`config.mk`:
```
export PLATFORM = sky130hd
export DESIGN_NAME = arth_sequencer_flat
export DESIGN_NICKNAME = d
export VERILOG_FILES = /design/src/rtl/arth_pkg.sv /design/src/rtl/arth_sequencer_if.sv /design/src/rtl/arth_sequencer.sv /design/src/flat_wrapper.sv
export SDC_FILE = /design/constraint.sdc
export NUM_CORES = 1
export LEC_CHECK = 0
export CAP_MARGIN = 10
export CORE_MARGIN = 2
export CORE_UTILIZATION = 35
export CTS_CLUSTER_DIAMETER = 200
export DETAILED_ROUTE_END_ITERATION = 6
export PLACE_DENSITY = 0.71
export SKIP_CTS_REPAIR_TIMING = 1
export SLEW_MARGIN = 20
export SYNTH_ARGS = -nofsm -noshare
export SYNTH_HDL_FRONTEND = slang
export SYNTH_SLANG_ARGS = --single-unit
```
`constraint.sdc`:
```
create_clock -name clock -period 2.05 [get_ports clock]
set_input_delay 0.3075 -clock clock [delete_from_list [all_inputs] [get_ports clock]]
set_output_delay 0.3075 -clock clock [all_outputs]
set_load 0.01 [all_outputs]
```
`src/rtl/arth_pkg.sv`:
```
`default_nettype none
// ============================================================================
// Module  : arth_pkg
// Brief   : Shared types and constants for the arithmetic-unit sequencer.
// Revision: 1.0 - initial release
// ============================================================================
package arth_pkg;

    localparam int ARTH_W = 17;

    localparam logic [1:0] OP_ADD = 2'b00;
    localparam logic [1:0] OP_MUL = 2'b01;
    localparam logic [1:0] OP_SUB = 2'b10;
    localparam logic [1:0] OP_ILL = 2'b11;

    typedef enum logic [2:0] {
        ST_IDLE    = 3'd0,
        ST_ISSUE   = 3'd1,
        ST_WAIT    = 3'd2,
        ST_CAPTURE = 3'd3,
        ST_RESP    = 3'd4
    } state_t;

endpackage
`default_nettype wire

```
`src/rtl/arth_sequencer_if.sv`:
```
`default_nettype none
// ============================================================================
// Module  : arth_sequencer_if
// Brief   : Request/response handshake bundle between a client and the sequencer.
// Revision: 1.0 - initial release
// ============================================================================
interface arth_sequencer_if
    import arth_pkg::*;
#(
    parameter int W = ARTH_W
);
    logic         req_valid;
    logic         req_ready;
    logic [1:0]   req_opcode;
    logic [W-1:0] req_v1;
    logic [W-1:0] req_v2;
    logic         req_chain;
    logic         rsp_valid;
    logic         rsp_ready;
    logic [W-1:0] rsp_answer;
    logic         rsp_ovw;

    modport master (
        output req_valid, req_opcode, req_v1, req_v2, req_chain, rsp_ready,
        input  req_ready, rsp_valid, rsp_answer, rsp_ovw
    );

    modport slave (
        input  req_valid, req_opcode, req_v1, req_v2, req_chain, rsp_ready,
        output req_ready, rsp_valid, rsp_answer, rsp_ovw
    );
endinterface
`default_nettype wire

```
`src/rtl/arth_sequencer.sv`:
```
`default_nettype none
// ============================================================================
// Module  : arth_sequencer
// Brief   : Command-level controller for the sign-magnitude add/mul/sub unit.
// Revision: 1.0 - initial release
// ============================================================================
module arth_sequencer
    import arth_pkg::*;
#(
    parameter int W      = ARTH_W,
    parameter int SETTLE = 2,
    parameter int CNT_W  = 16
) (
    input  logic             clock,
    input  logic             reset_n,
    arth_sequencer_if.slave  bus,
    input  logic             clr_acc,
    output logic             arth_reset,
    output logic [W-1:0]     arth_v1,
    output logic [W-1:0]     arth_v2,
    output logic [1:0]       arth_opcode,
    output logic             arth_newop,
    input  logic [W-1:0]     arth_answer,
    input  logic             arth_ovw,
    output logic             err_sticky,
    output logic [CNT_W-1:0] op_count
);

    localparam int CW = (SETTLE > 1) ? $clog2(SETTLE) : 1;

    state_t         r_state;
    state_t         w_state_next;
    logic           w_accept;
    logic           w_newop;
    logic           w_req_ready;
    logic           w_rsp_valid;
    logic           w_capture;

    logic           r_arth_reset;
    logic [CW-1:0]  r_cnt;
    logic [W-1:0]   r_v1;
    logic [W-1:0]   r_v2;
    logic [1:0]     r_opcode;
    logic [W-1:0]   r_acc;
    logic [W-1:0]   r_answer;
    logic           r_ovw;
    logic           r_err;
    logic [CNT_W-1:0] r_op_count;

    always_ff @(posedge clock or negedge reset_n) begin
        if (!reset_n) begin
            r_state <= ST_IDLE;
        end else begin
            r_state <= w_state_next;
        end
    end

    always_comb begin
        w_state_next = r_state;
        w_accept     = 1'b0;
        w_newop      = 1'b0;
        w_req_ready  = 1'b0;
        w_rsp_valid  = 1'b0;
        w_capture    = 1'b0;
        case (r_state)
            ST_IDLE: begin
                // Hold off requests until the unit has seen its reset edge.
                w_req_ready = !r_arth_reset;
                if (w_req_ready && bus.req_valid) begin
                    w_accept     = 1'b1;
                    w_state_next = ST_ISSUE;
                end
            end
            ST_ISSUE: begin
                w_newop      = 1'b1;
                w_state_next = ST_WAIT;
            end
            ST_WAIT: begin
                if (r_cnt == '0) begin
                    w_state_next = ST_CAPTURE;
                end
            end
            ST_CAPTURE: begin
                w_capture    = 1'b1;
                w_state_next = ST_RESP;
            end
            ST_RESP: begin
                w_rsp_valid = 1'b1;
                if (bus.rsp_ready) begin
                    w_state_next = ST_IDLE;
                end
            end
            default: begin
                w_state_next = ST_IDLE;
            end
        endcase
    end

    always_ff @(posedge clock or negedge reset_n) begin
        if (!reset_n) begin
            r_arth_reset <= 1'b1;
            r_cnt        <= '0;
            r_v1         <= '0;
            r_v2         <= '0;
            r_opcode     <= '0;
            r_acc        <= '0;
            r_answer     <= '0;
            r_ovw        <= 1'b0;
            r_err        <= 1'b0;
            r_op_count   <= '0;
        end else begin
            r_arth_reset <= 1'b0;
            if (w_accept) begin
                r_v1     <= bus.req_v1;
                r_v2     <= bus.req_chain ? r_acc : bus.req_v2;
                r_opcode <= bus.req_opcode;
            end
            if (w_newop) begin
                r_cnt <= CW'(SETTLE - 1);
            end else if (r_state == ST_WAIT && r_cnt != '0) begin
                r_cnt <= r_cnt - 1'b1;
            end
            if (w_capture) begin
                r_answer   <= arth_answer;
                r_ovw      <= arth_ovw;
                r_op_count <= r_op_count + CNT_W'(1);
                if (!arth_ovw) begin
                    r_acc <= arth_answer;
                end
                if (arth_ovw) begin
                    r_err <= 1'b1;
                end
            end
            // Clear takes priority over a same-cycle capture.
            if (clr_acc) begin
                r_acc <= '0;
                r_err <= 1'b0;
            end
        end
    end

    assign bus.req_ready  = w_req_ready;
    assign bus.rsp_valid  = w_rsp_valid;
    assign bus.rsp_answer = r_answer;
    assign bus.rsp_ovw    = r_ovw;

    assign arth_reset  = r_arth_reset;
    assign arth_v1     = r_v1;
    assign arth_v2     = r_v2;
    assign arth_opcode = r_opcode;
    assign arth_newop  = w_newop;
    assign err_sticky  = r_err;
    assign op_count    = r_op_count;

endmodule
`default_nettype wire

```
`src/flat_wrapper.sv`:
```
// flat-port wrapper written by rule: the top's interface ports become plain ports
module arth_sequencer_flat import arth_pkg::*;
#(
    parameter int W      = ARTH_W,
    parameter int SETTLE = 2,
    parameter int CNT_W  = 16
)
  (clock, reset_n, clr_acc, arth_reset, arth_v1, arth_v2, arth_opcode, arth_newop, arth_answer, arth_ovw, err_sticky, op_count, bus_req_valid, bus_req_opcode, bus_req_v1, bus_req_v2, bus_req_chain, bus_rsp_ready, bus_req_ready, bus_rsp_valid, bus_rsp_answer, bus_rsp_ovw);
  arth_sequencer_if #(.W(W)) bus_i ();
  input  logic clock;
  input  logic reset_n;
  input  logic clr_acc;
  output logic arth_reset;
  output logic [W-1:0] arth_v1;
  output logic [W-1:0] arth_v2;
  output logic [1:0] arth_opcode;
  output logic arth_newop;
  input  logic [W-1:0] arth_answer;
  input  logic arth_ovw;
  output logic err_sticky;
  output logic [CNT_W-1:0] op_count;
  input wire logic [$bits(bus_i.req_valid)-1:0] bus_req_valid;
  input wire logic [$bits(bus_i.req_opcode)-1:0] bus_req_opcode;
  input wire logic [$bits(bus_i.req_v1)-1:0] bus_req_v1;
  input wire logic [$bits(bus_i.req_v2)-1:0] bus_req_v2;
  input wire logic [$bits(bus_i.req_chain)-1:0] bus_req_chain;
  input wire logic [$bits(bus_i.rsp_ready)-1:0] bus_rsp_ready;
  output wire logic [$bits(bus_i.req_ready)-1:0] bus_req_ready;
  output wire logic [$bits(bus_i.rsp_valid)-1:0] bus_rsp_valid;
  output wire logic [$bits(bus_i.rsp_answer)-1:0] bus_rsp_answer;
  output wire logic [$bits(bus_i.rsp_ovw)-1:0] bus_rsp_ovw;
  assign bus_i.req_valid = bus_req_valid;
  assign bus_i.req_opcode = bus_req_opcode;
  assign bus_i.req_v1 = bus_req_v1;
  assign bus_i.req_v2 = bus_req_v2;
  assign bus_i.req_chain = bus_req_chain;
  assign bus_i.rsp_ready = bus_rsp_ready;
  assign bus_req_ready = bus_i.req_ready;
  assign bus_rsp_valid = bus_i.rsp_valid;
  assign bus_rsp_answer = bus_i.rsp_answer;
  assign bus_rsp_ovw = bus_i.rsp_ovw;
  arth_sequencer #(.W(W), .SETTLE(SETTLE), .CNT_W(CNT_W)) u_core (.clock(clock), .reset_n(reset_n), .bus(bus_i), .clr_acc(clr_acc), .arth_reset(arth_reset), .arth_v1(arth_v1), .arth_v2(arth_v2), .arth_opcode(arth_opcode), .arth_newop(arth_newop), .arth_answer(arth_answer), .arth_ovw(arth_ovw), .err_sticky(err_sticky), .op_count(op_count));
endmodule
```
==> results_dict.tcl <==
set metrics [dict create \
    yosysMostFrequentCell "nand2_1" \
    syn_nets 418 \
    cap_violations 0 \
    finalSetupTns_ns 0 \
    hold_viol 0 \
    p_per_area_nw_per_um2 1220 \
    synth_common_cells "nand2_1 (114), dfrtp_1 (92), a21oi_1 (20), o21ai_0 (19), mux2i_1 (17)" \
    synth_area_leader_cell "dfrtp_1" \
    worstSetupEndpointType "output port" \
    critPathKind "reg -> out" \
    fin_hold_ws_ns 0.424 \
    initialDrtViolationCount 141 \
    design_area_um2 5630 \
    synthTopCellsByArea "dfrtp_1 (59%), nand2_1 (11%), mux2_4 (6.1%), mux2i_1 (4.3%), a21oi_1 (2.6%)" \
    internal_power_w 0.00461 \
    htree_levels 3 \
    pwr-share-comb 0.404 \
    skew_ns 0.0124 \
    gp_congestion 0.803 \
    reg2reg_from "u_core.r_state[2]$_DFFE_PN0P_" \
    dr.pass1.iters 4 \
    grt.total_usage 0.156 \
    portBuffers 134 \
    wl_met3_um 570 \
    clockPowerShare 0.168 \
    p_sw_w 0.00225 \
    fmax_ghz 0.517 \
    p_leak_nw 2.59 \
    status "complete, no violations" \
    reg2reg_to "u_core.arth_v1[14]$_DFFE_PN0P_" \
    wl_per_cell_um 14.3 \
    drc 0 \
    synth_top_area_share 0.588 \
    cp.required_ns 1.74 \
    ant_nets 0 \
    netlist_area_um2 3910 \
    grt_pass1_wl_um 14700 \
    grt_start_max_net_pins 51 \
    n_fill_cell 1014 \
    setup_viol 0 \
    max_stage_delay_ns 0.57 \
    first_global_vias 3055 \
    viasPerCell 4.57 \
    swShare 0.328 \
    synth_warnings 0 \
    post-dp-hpwl_um 6700 \
    start_util 0.359 \
    arrival_ns 1.63 \
    post-route-period-util 0.944 \
    rr_worst_depth 4 \
    worstPathCellList "nor3b_1 > clkdlybuf4s50_1" \
    topRoutingLayerUsed "met4" \
    synth_edf_count 0 \
    avgSynthCellArea_um2 11.0 \
    syn_to_final_growth_pct 44.0 \
    dr_wl_met2_um 4330 \
    rsz0062_at_grt "no" \
    hp-class "in -> async" \
    final_nets 554 \
    crit_slowest_cell "clkdlybuf4s50_1" \
    syn_inst 357 \
    fp.dieW_um 110 \
    root_buffer "clkbuf_8" \
    ys_ff_latch 93 \
    pin_count 135 \
    clkSlewWorstSetupHoldPaths_ns 0.10 \
    critPathTopFamily "buffers and inverters" \
    synth-main-ff-cell "dfrtp_1" \
    worstPathMaxFanout 10 \
    diodes 0 \
    core_area_um2 10900 \
    dieArea_um2 12000 \
    start_kind "flop" \
    clk_latency_ns 0.36 \
    wl_met1_um 4130 \
    dpl_cell_area_um2 5430 \
    cts_tree "yes" \
    seq_area_frac_synth 0.595 \
    gr-total-overflow 0 \
    fp-row-count 38 \
    clkSinkCount 93 \
    peakVddDrop_v 0.000549 \
    crit_buf_inv 1 \
    synthDistinctLibCells 37 \
    drive_above_1_share 0.110 \
    seqPwrFrac 0.428 \
    period_needed_ns 1.93 \
    report.final.slew_viol_count 0 \
    async_reset_ff_frac 1.00 \
    antenna_found_initial 0 \
    wl_um 9150 \
    die_h_um 110 \
    numCtsBuffers 9 \
    clock_path_buffers 2 \
    rrSetupSlack_ns 0.35 \
    via_count 2915 \
]
==> stage by stage <==
step | utilization | instances | setup WS [ns] | power, W
global placement | 0.498 | 621 | 0.319 | 0.00566
floorplan | - | 357 | 0.466 | 0.00415
finish | 0.517 | 638 | 0.115 | 0.00686
global route | 0.517 | 638 | 0.0274 | 0.00731
detailed placement | 0.498 | 621 | 0.303 | 0.00575
CTS | 0.515 | 637 | -0.109 | 0.00693
==> cell usage in the layout, fill, tap and decap left out, types with 2 or more instances in the layout <==
master and n:
buf_12 3, nand3_1 2, mux2_4 16, inv_1 5, mux2_2 3, dlymetal6s2s_1 2
buf_4 8, inv_6 2, clkdlybuf4s50_1 131, nand2_1 114, dfrtp_1 89, o21ai_0 19
nor2_1 6, dfrtp_2 3, mux2i_1 17, clkinv_4 2, clkbuf_8 10, a21oi_1 20
nand4_1 3, nor3_1 5, xor2_1 8, xnor2_1 8
==> kinds of logic (layout without fill, tap and decap cells) <==
| group | after synthesis | in the layout | share of synthesized area |
|---|---|---|---|
| muxes | 36 | 36 | 0.114 |
| buffers and inverters | 25 | 166 | 0.0336 |
| and+or+nand+nor | 145 | 145 | 0.166 |
| AOI/OAI and AO/OA | 40 | 40 | 0.0518 |
| adders and majority gates | 1 | 1 | 0.00320 |
| DFF | 93 | 93 | 0.595 |
| other | 1 | 1 | 0.000958 |
| xor gates and xnor gates | 16 | 16 | 0.0358 |
==> state kept, by name, indices dropped and copies added (netlist names) <==
register               count
u_core.arth_v2            17
u_core.op_count           16
u_core.err_sticky          1
u_core.bus.rsp_answer     17
u_core.bus.rsp_ovw         1
u_core.arth_opcode         2
u_core.arth_v1            17
u_core.r_acc              17
u_core.arth_reset          1
u_core.r_state             3
u_core.r_cnt               1
==> cell type report <==
cell class	instances	area, um^2	area share
sequential	93	2330	0.414
inverter	5	18.8	0.00333
multi-input combinational	239	1460	0.259
timing repair buffer	145	1470	0.260
clock buffer	11	141	0.0251
tap	140	175	0.0311
clock inverter	5	42.5	0.00755
==> metal layers <==
layer | track usage | vias to the layer above
met1 | 0.208 | 1371
met5 | 0 | -
met4 | 0.0461 | 0
met3 | 0.0391 | 11
met2 | 0.252 | 101
li1 | - | 1432
==> worst max path at each step <==
stage	from	end	slack, ns	cells past startpoint
3_5_place_dp	u_core.r_state[1]$_DFFE_PN0P_	bus_req_ready	0.30	2
5_1_grt	u_core.r_state[0]$_DFFE_PN0P_	arth_newop	0.03	2
6_report	u_core.r_state[0]$_DFFE_PN0P_	arth_newop	0.12	2
4_1_cts	u_core.r_state[1]$_DFFE_PN0P_	bus_req_ready	-0.11	2
3_3_place_gp	u_core.r_state[2]$_DFFE_PN0P_	bus_req_ready	0.32	2
2_1_floorplan	u_core.r_state[1]$_DFFE_PN0P_	u_core.arth_v1[10]$_DFFE_PN0P_	0.47	5
==> worst register-to-register path: stages (launching register included) <==
cell and delay [ns]:
dfrtp_2 0.48, nor4_4 0.37, nand2_4 0.20, buf_12 0.22
mux2_4 0.32
==> power by group through the flow <==
stage | clock [W] | sequential (W) | combinational, W
final | 0.00115 | 0.00293 | 0.00277
after global routing | 0.00127 | 0.00302 | 0.00302
after CTS | 0.00119 | 0.00293 | 0.00281
after detailed placement | 0 | 0.00294 | 0.00280
after global placement | 0 | 0.00292 | 0.00274
after floorplan | 0 | 0.00310 | 0.00106
(Power assumes the default switching activity.)
